## config.mk

```make
export PLATFORM = sky130hd
export DESIGN_NAME = mem_block_responder
export DESIGN_NICKNAME = d
export VERILOG_FILES = /design/src/rtl/mem_block_responder_pkg.sv /design/src/rtl/mem_block_responder.sv
export SDC_FILE = /design/constraint.sdc
export NUM_CORES = 1
export LEC_CHECK = 0
export BUFFER_PORTS_ARGS = -buffer_cell sky130_fd_sc_hd__buf_2
export CAP_MARGIN = 40
export CELL_PAD_IN_SITES_DETAIL_PLACEMENT = 1
export CELL_PAD_IN_SITES_GLOBAL_PLACEMENT = 1
export CORE_MARGIN = 2
export CORE_UTILIZATION = 36
export CTS_CLUSTER_DIAMETER = 40
export DETAILED_ROUTE_END_ITERATION = 16
export HOLD_SLACK_MARGIN = 0.05
export MAX_ROUTING_LAYER = met4
export PLACE_DENSITY_LB_ADDON = 0.1
export SYNTH_ARGS = -nofsm -noshare
export SYNTH_HDL_FRONTEND = slang
export SYNTH_SLANG_ARGS = --single-unit
```

## constraint.sdc

```tcl
create_clock -name clock_i -period 4.3 [get_ports clock_i]
set_input_delay 0.645 -clock clock_i [delete_from_list [all_inputs] [get_ports clock_i]]
set_output_delay 0.645 -clock clock_i [all_outputs]
set_load 0.005 [all_outputs]
```

## src/rtl/mem_block_responder_pkg.sv

```systemverilog
// Shared cache geometry for the memory-side blocks of the cache system.
// The widths here are the common defaults every block of the cache agrees on;
// each block keeps its own state encoding privately.
package mem_block_responder_pkg;

    // log2 of the number of words in one cache block
    localparam int CACHE_BW_BLOCK = 2;

    // width of a word address into backing memory
    localparam int CACHE_BW_WORD_ADDR = 10;

    // width of one memory word
    localparam int WORD_W = 32;

endpackage

```

## src/rtl/mem_block_responder.sv

```systemverilog
// Memory-side responder for the cache. It accepts one command at a time. A read
// command fetches a word or a whole block from the backing RAM and pushes it into
// the return buffer. A write command pops words from the writeback buffer and
// stores them in the RAM. Every output is a register. A command is fully finished
// before the next one is accepted, so returned data never interleaves with a
// writeback.
module mem_block_responder
    import mem_block_responder_pkg::*;
#(
    parameter int BW_BLOCK     = CACHE_BW_BLOCK,
    parameter int BW_WORD_ADDR = CACHE_BW_WORD_ADDR
) (
    input  logic                    clock_i,
    input  logic                    reset_i,
    input  logic                    req_i,
    input  logic                    req_block_i,
    input  logic                    rw_i,
    input  logic [BW_WORD_ADDR-1:0] addr_i,
    output logic                    ready_o,
    input  logic                    buffer_write_ready_i,
    output logic [WORD_W-1:0]       buffer_data_o,
    output logic                    buffer_write_ack_o,
    input  logic                    buffer_read_ready_i,
    input  logic [WORD_W-1:0]       buffer_data_i,
    output logic                    buffer_read_ack_o,
    output logic [BW_WORD_ADDR-1:0] ram_addr_o,
    output logic                    ram_wren_o,
    output logic [WORD_W-1:0]       ram_data_o,
    input  logic [WORD_W-1:0]       ram_data_i,
    output logic                    done_o
);

    typedef enum logic [1:0] {
        ST_IDLE,
        ST_RD_ISSUE,
        ST_RD_PUSH,
        ST_WR_POP
    } state_t;

    localparam logic [BW_BLOCK:0]       CNT_ONE     = (BW_BLOCK+1)'(1);
    localparam logic [BW_BLOCK:0]       BLOCK_WORDS = CNT_ONE << BW_BLOCK;
    localparam logic [BW_WORD_ADDR-1:0] BLOCK_MASK  =
        ~((BW_WORD_ADDR'(1) << BW_BLOCK) - BW_WORD_ADDR'(1));

    state_t                  state, state_next;
    logic [BW_WORD_ADDR-1:0] base_q, base_next;
    logic [BW_BLOCK:0]       count_q, count_next;
    logic [BW_BLOCK:0]       words_q, words_next;

    logic                    ready_next;
    logic [WORD_W-1:0]       buffer_data_next;
    logic                    buffer_write_ack_next;
    logic                    buffer_read_ack_next;
    logic [BW_WORD_ADDR-1:0] ram_addr_next;
    logic                    ram_wren_next;
    logic [WORD_W-1:0]       ram_data_next;
    logic                    done_next;

    logic [BW_BLOCK:0]       count_inc;
    logic                    last_word;
    logic                    accept;
    logic [BW_WORD_ADDR-1:0] start_base;

    // A request is only honoured while ready_o is visibly high; block commands align to their block
    assign count_inc  = count_q + CNT_ONE;
    assign last_word  = (count_inc == words_q);
    assign accept     = ready_o && req_i;
    assign start_base = req_block_i ? (addr_i & BLOCK_MASK) : addr_i;

    // Next-state and next-output logic; data outputs hold their last value unless a transfer updates them
    always_comb begin
        state_next            = state;
        base_next             = base_q;
        count_next            = count_q;
        words_next            = words_q;
        ready_next            = 1'b0;
        buffer_data_next      = buffer_data_o;
        buffer_write_ack_next = 1'b0;
        buffer_read_ack_next  = 1'b0;
        ram_addr_next         = ram_addr_o;
        ram_wren_next         = 1'b0;
        ram_data_next         = ram_data_o;
        done_next             = 1'b0;

        case (state)
            ST_IDLE: begin
                if (accept) begin
                    base_next  = start_base;
                    words_next = req_block_i ? BLOCK_WORDS : CNT_ONE;
                    count_next = '0;
                    if (rw_i) begin
                        state_next = ST_WR_POP;
                    end else begin
                        state_next    = ST_RD_ISSUE;
                        ram_addr_next = start_base;
                    end
                end else begin
                    ready_next = 1'b1;
                end
            end

            ST_RD_ISSUE: begin
                state_next = ST_RD_PUSH;
            end

            ST_RD_PUSH: begin
                if (buffer_write_ready_i) begin
                    buffer_data_next      = ram_data_i;
                    buffer_write_ack_next = 1'b1;
                    count_next            = count_inc;
                    if (last_word) begin
                        state_next = ST_IDLE;
                        done_next  = 1'b1;
                    end else begin
                        state_next    = ST_RD_ISSUE;
                        ram_addr_next = base_q + BW_WORD_ADDR'(count_inc);
                    end
                end
            end

            ST_WR_POP: begin
                if (buffer_read_ready_i) begin
                    buffer_read_ack_next = 1'b1;
                    ram_addr_next        = base_q + BW_WORD_ADDR'(count_q);
                    ram_data_next        = buffer_data_i;
                    ram_wren_next        = 1'b1;
                    count_next           = count_inc;
                    if (last_word) begin
                        state_next = ST_IDLE;
                        done_next  = 1'b1;
                    end
                end
            end

            default: begin
                state_next = ST_IDLE;
            end
        endcase
    end

    // State, transfer bookkeeping and every output register; reset abandons any transfer in flight
    always_ff @(posedge clock_i) begin
        if (reset_i) begin
            state              <= ST_IDLE;
            base_q             <= '0;
            count_q            <= '0;
            words_q            <= '0;
            ready_o            <= 1'b0;
            buffer_data_o      <= '0;
            buffer_write_ack_o <= 1'b0;
            buffer_read_ack_o  <= 1'b0;
            ram_addr_o         <= '0;
            ram_wren_o         <= 1'b0;
            ram_data_o         <= '0;
            done_o             <= 1'b0;
        end else begin
            state              <= state_next;
            base_q             <= base_next;
            count_q            <= count_next;
            words_q            <= words_next;
            ready_o            <= ready_next;
            buffer_data_o      <= buffer_data_next;
            buffer_write_ack_o <= buffer_write_ack_next;
            buffer_read_ack_o  <= buffer_read_ack_next;
            ram_addr_o         <= ram_addr_next;
            ram_wren_o         <= ram_wren_next;
            ram_data_o         <= ram_data_next;
            done_o             <= done_next;
        end
    end

endmodule

```

### After elaboration in Yosys (flattened, before gate mapping)

Index checks and enable logic that the tools add are counted.
W data, S select, Z words.

| cells by class | value |
|---|---|
| add/sub/neg operators | 3 |
| equal/unequal tests | 10 |
| multiplexer cells | 26 |
| bitwise operators | 3 |
| reduce and logical (&&, ||, !) cells | 12 |

Operators by type and width:

| cell | count |
|---|---|
| $mux W10 | 5 |
| $pmux W10 S3 | 1 |
| $add A10 B3 Y10 | 2 |
| $mux W2 | 6 |
| $mux W3 | 4 |
| $ne A2 B2 Y1 const B | 6 |
| $pmux W3 S3 | 1 |
| $pmux W2 S4 | 1 |
| $reduce_and A4 Y1 | 2 |
| $mux W1 | 7 |
| $reduce_and A2 Y1 | 3 |
| $reduce_and A6 Y1 | 1 |
| $reduce_or A2 Y1 | 3 |
| $eq A2 B2 Y1 const B | 2 |
| $add A3 B1 Y3 const B | 1 |
| $eq A3 B3 Y1 | 1 |
| $not A1 Y1 | 3 |
| $reduce_bool A3 Y1 | 1 |
| $eq A2 B1 Y1 const B | 1 |
| $logic_not A2 Y1 | 1 |
| $pmux W1 S2 | 1 |
| $logic_and A1 B1 Y1 | 1 |

| word-level totals | value |
|---|---|
| bits in registers | 96 |
| bits of input ports | 81 |
| output and inout bits | 79 |
| logic and storage cells | 65 |

### Logic depth before layout (Yosys ltp)

| depth | value |
|---|---|
| depth after elaboration | 5 |
| gate-level depth with buffers | 12 |
| gate-level depth less buffers | 11 |

### Least setup slack after synthesis

Ideal clock, no wire load.

| timing | value |
|---|---|
| path type | reg2reg |
| start point | register count_q[0] |
| end point | register ram_addr_o[9] |
| setup time | 0.070 ns |
| data arrival time | 2.186 ns |
| required time | 4.230 ns |
| path slack | 2.044 ns |
| cell stages (with the launch flop) | 10 |
| path buffers | 0 |
| period minus slack after synthesis | 2.256 ns |
| cell sequence | dfxtp_1 > ha_1 > mux2_2 > ha_1 > nand3_1 > nand2_1 > nand4_1 > xor2_1 > a2111o_1 > a21oi_1 |

| on the way | value |
|---|---|
| word-level cells in the longest chain between the ends | 5 |
| elaborated cells on any way between the ends | 10 |
| those cells by class | add/sub: 3; eq/ne: 2; mux: 4; reduce/logical: 1 |

RTL lines:

| what | RTL line | text |
|---|---|---|
| start: declaration | mem_block_responder.sv:47 | `logic [BW_BLOCK:0] count_q, count_next;` |
| start signal: assignment | mem_block_responder.sv:159 | `count_q <= count_next;` |
| $add A3 B1 Y3 | mem_block_responder.sv:65 | `assign count_inc = count_q + CNT_ONE;` |
| $add A10 B3 Y10 | mem_block_responder.sv:116 | `ram_addr_next = base_q + BW_WORD_ADDR'(count_inc);` |
| $mux W10 | mem_block_responder.sv:111 | `if (last_word) begin` |
| $mux W10 | mem_block_responder.sv:107 | `if (buffer_write_ready_i) begin` |
| $pmux W10 S3 | mem_block_responder.sv:85 | `case (state)` |
| end signal: assignment | mem_block_responder.sv:165 | `ram_addr_o <= ram_addr_next;` |
| end: declaration | mem_block_responder.sv:26 | `output logic [BW_WORD_ADDR-1:0] ram_addr_o,` |

Parallel ways exist; a longest one is shown, timed or not. The select of a mux whose other input is x is not followed.
A chain may end at the register's enable or synchronous reset.

### Worst setup path after layout

| timing | value |
|---|---|
| start point | register state[1] |
| end point | register ram_addr_o[6] |

| on the way | value |
|---|---|
| word-level cells in the longest chain between the ends | 3 |
| elaborated cells on any way between the ends | 11 |
| those cells by class | eq/ne: 7; mux: 1; reduce/logical: 3 |

RTL lines:

| what | RTL line | text |
|---|---|---|
| start: declaration | mem_block_responder.sv:45 | `state_t state, state_next;` |
| start signal: assignment | mem_block_responder.sv:157 | `state <= state_next;` |
| $eq A2 B2 Y1 / $logic_not A2 Y1 (equally long branches) | mem_block_responder.sv:85 |  |
| $ne A2 B2 Y1 (no source line) / $reduce_bool A3 Y1 (equally long branches) | -- |  |
| $reduce_and A6 Y1 (no source line) | -- |  |

Parallel ways exist; a longest one is shown, timed or not.

==> results_dict.tcl <==
set metrics [dict create \
    synthDominantCellAreaShare_pct 48.98 \
    die_h_um 107.9 \
    place.gp.congestion 0.7464 \
    synth.area.top_cells "dfxtp_1 (49%), nand2_1 (15%), a21oi_1 (12%)" \
    timing.critical_path.arrival_ns 2.94 \
    worstMarginPinSlew_ns 0.8793 \
    timing.rr.end "ram_addr_o[6]" \
    grt.total_usage_pct 20.11 \
    crit_fanout 28 \
    layout_worst_path_cycle_share_pct 61.12 \
    grt_pass1_wl_um 17790 \
    r2r_path_start "state[1]" \
    result_of_the_run "completed" \
    worst_supply_voltage_drop_on_vdd_uv 128.5 \
    fillCellCount 1352 \
    ys_seq_elements 95 \
    max_clock_freq_ghz 0.3805 \
    max-cap-violations 0 \
    die-area_mm2 0.01163 \
    remaining_drc_errors 0 \
    postSynth.asyncResetShare_pct 0 \
    rrSetupSlack_ns 1.67 \
    timing.final.crit_period_ns 2.628 \
    post-cts-setup-buffer-count 0 \
    rsz_0062_raised_after_global_routing "no" \
    synthesis.area_mm2 0.003882 \
    worst_slew_margin_rel_pct 41.19 \
    detailedPlacementHpwl_um 8049 \
    drt_first_iter_violations 119 \
    synth-edff-count 0 \
    mappedNetlistNets 557 \
    ys_seq_area_share_pct 48.98 \
    flow.area_growth_from_synthesis_pct 26.43 \
    fin_nets 701 \
    worstHoldStart "ram_data_o[5]" \
    clock_sink_count 95 \
    synthesis.area_per_instance_um2 8.243 \
    port_buffers 159 \
    routed_wire_length_per_instance_um 14.55 \
    final_layout_size_suffix_gt1_share_pct 31.99 \
    vias 3634 \
    postSynthCellCount 471 \
    post-layout-total-power_mw 1.751 \
    grt_max_degree 44 \
    rr_worst_depth 12 \
    worstSetupEndpointType "flop" \
    powerDensity_mw_per_mm2 356.7 \
    critPathRequiredTime_ns 4.61 \
    final_setup_viols 0 \
    whs_path_depth 2 \
    finalHoldViolCount 0 \
    synthDistinctLibCells 47 \
    ctsRootBufferMaster "clkbuf_8" \
    p_leak_nw 2.091 \
    cts_buffers 9 \
    slew_violations 0 \
    category_of_the_critical_setup_timing_path "flop to flop" \
    synth_area_leader_cell "dfxtp_1" \
    floorplan.rows 37 \
    clk_latency_ns 0.37 \
    cp-start-kind "flop" \
    tritoncts "yes" \
    cts-htree-levels 3 \
    antenna_found_initial 0 \
    clockBufferDepth 2 \
    antenna_left 0 \
    final.setup_skew_ns 0.007784 \
    timing.setup.tns_ns 0 \
    core-area_mm2 0.01042 \
    global_route.overflow_total 0 \
    die_width_um 107.9 \
    grt_pass1_vias 3766 \
    hold_path_end "ram_data_o[5]" \
    dominantRegCellSynth "dfxtp_1" \
    route.final.wire_length_um 10980 \
    ys.warnings.count 0 \
    cts_repair_resize_count 0 \
    floorplan.initialDensity_pct 37.27 \
    avgViaCountPerCell 4.813 \
    ctsHoldBuffers 0 \
    worstHoldPathType "flop to flop" \
    clk_pin_slew_ns 0.09 \
    insertedDiodeCount 0 \
    ios 160 \
    drt_pass1_iterations 4 \
]
==> through the flow <==
step	instances	hold WS, ns	cell area [um2]	worst slack [ns]	utilization [%]
global placement	736	0.4384	4669	1.775	44.83
floorplan	471	0.4406	3882	2.044	-
detailed placement	740	0.4434	4735	1.734	45.45
global route	755	0.4751	4908	1.417	47.12
CTS	755	0.4561	4908	1.650	47.12
finish	755	0.4523	4908	1.672	47.12
==> Yosys cell counts (2+ instances only) <==
library cell / number
nand3_1: 5
nor2_2: 5
clkbuf_8: 4
a211oi_2: 4
ha_1: 4
nor3b_1: 2
mux2i_1: 6
dfxtp_1: 95
nor2_1: 17
nand2_1: 159
inv_1: 5
xor2_1: 6
clkbuf_1: 24
a21oi_1: 90
o21ai_0: 3
nand3b_1: 2
xnor2_1: 7
buf_6: 3
nand2b_1: 2
==> critical path, cell delays in order, from the launching register on <==
cell and delay (ns):
dfxtp_1 0.32, buf_4 0.30, nand2_1 0.20, xor2_1 0.18, ha_1 0.19, inv_1 0.06
fa_1 0.40, nor2b_1 0.22, o2111ai_1 0.15, xor2_1 0.18, a21oi_1 0.17, mux2i_1 0.09
nor2_1 0.11
==> per-layer routing <==
metal / routed length [um] / global-route usage (%)
met1: 4803 / 24.14
met2: 5397 / 32.35
met3: 592 / 4.722
met4: 191 / 8.608
met5: 0 / -
==> area by class of cell <==
class                      instances  area, um2  share of cell area (%)
timing repair buffer             166      883.3                   18.00
multi-input combinational        338       1760                   35.87
tap                              136      170.2                   3.467
clock buffer                      12      155.1                   3.161
sequential                        95       1902                   38.75
inverter                           5      18.77                  0.3824
clock inverter                     3      18.77                  0.3824
==> state kept, by name (all words and copies together) (netlist names) <==
name	cells
base_q	10
state	2
count_q	3
buffer_write_ack_o	1
words_q	2
ram_addr_o	10
ready_o	1
ram_wren_o	1
done_o	1
buffer_data_o	32
ram_data_o	32
==> placed cells by master (no fill, tap or decap), types with 6 or more instances in the layout <==
master | netlist | layout
clkbuf_8 | 4 | 11
buf_2 | 0 | 159
xnor2_1 | 7 | 7
a21oi_1 | 90 | 90
nor2_1 | 17 | 17
mux2i_1 | 6 | 6
nand2_1 | 159 | 159
dfxtp_1 | 95 | 95
xor2_1 | 6 | 6
==> cells by family after synthesis <==
group	after synthesis	synth area share (%)
buffers and inverters	38	5.672
DFF	95	48.98
xor gates and xnor gates	13	2.933
adders and majority gates	5	1.805
muxes	7	1.837
AOI/OAI and AO/OA	108	16.02
and+or+nand+nor	205	22.75
==> power by group <==
part | switching, mW | total [mW] | internal, mW
Clock | 0.310 | 0.549 | 0.239
Sequential | 0.0263 | 0.943 | 0.917
Combinational | 0.146 | 0.259 | 0.113
==> worst max-delay path by stage <==
| stage | depth (start not counted) | slack [ns] | from | end |
|---|---|---|---|---|
| floorplan | 9 | 2.04 | count_q[0] | ram_addr_o[9] |
| global placement | 12 | 1.78 | state[1] | ram_addr_o[6] |
| detailed placement | 11 | 1.73 | state[1] | ram_addr_o[9] |
| CTS | 12 | 1.65 | state[1] | ram_addr_o[6] |
| global route | 12 | 1.42 | state[1] | ram_addr_o[6] |
| finish | 12 | 1.67 | state[1] | ram_addr_o[6] |
(Power assumes the default switching activity.)
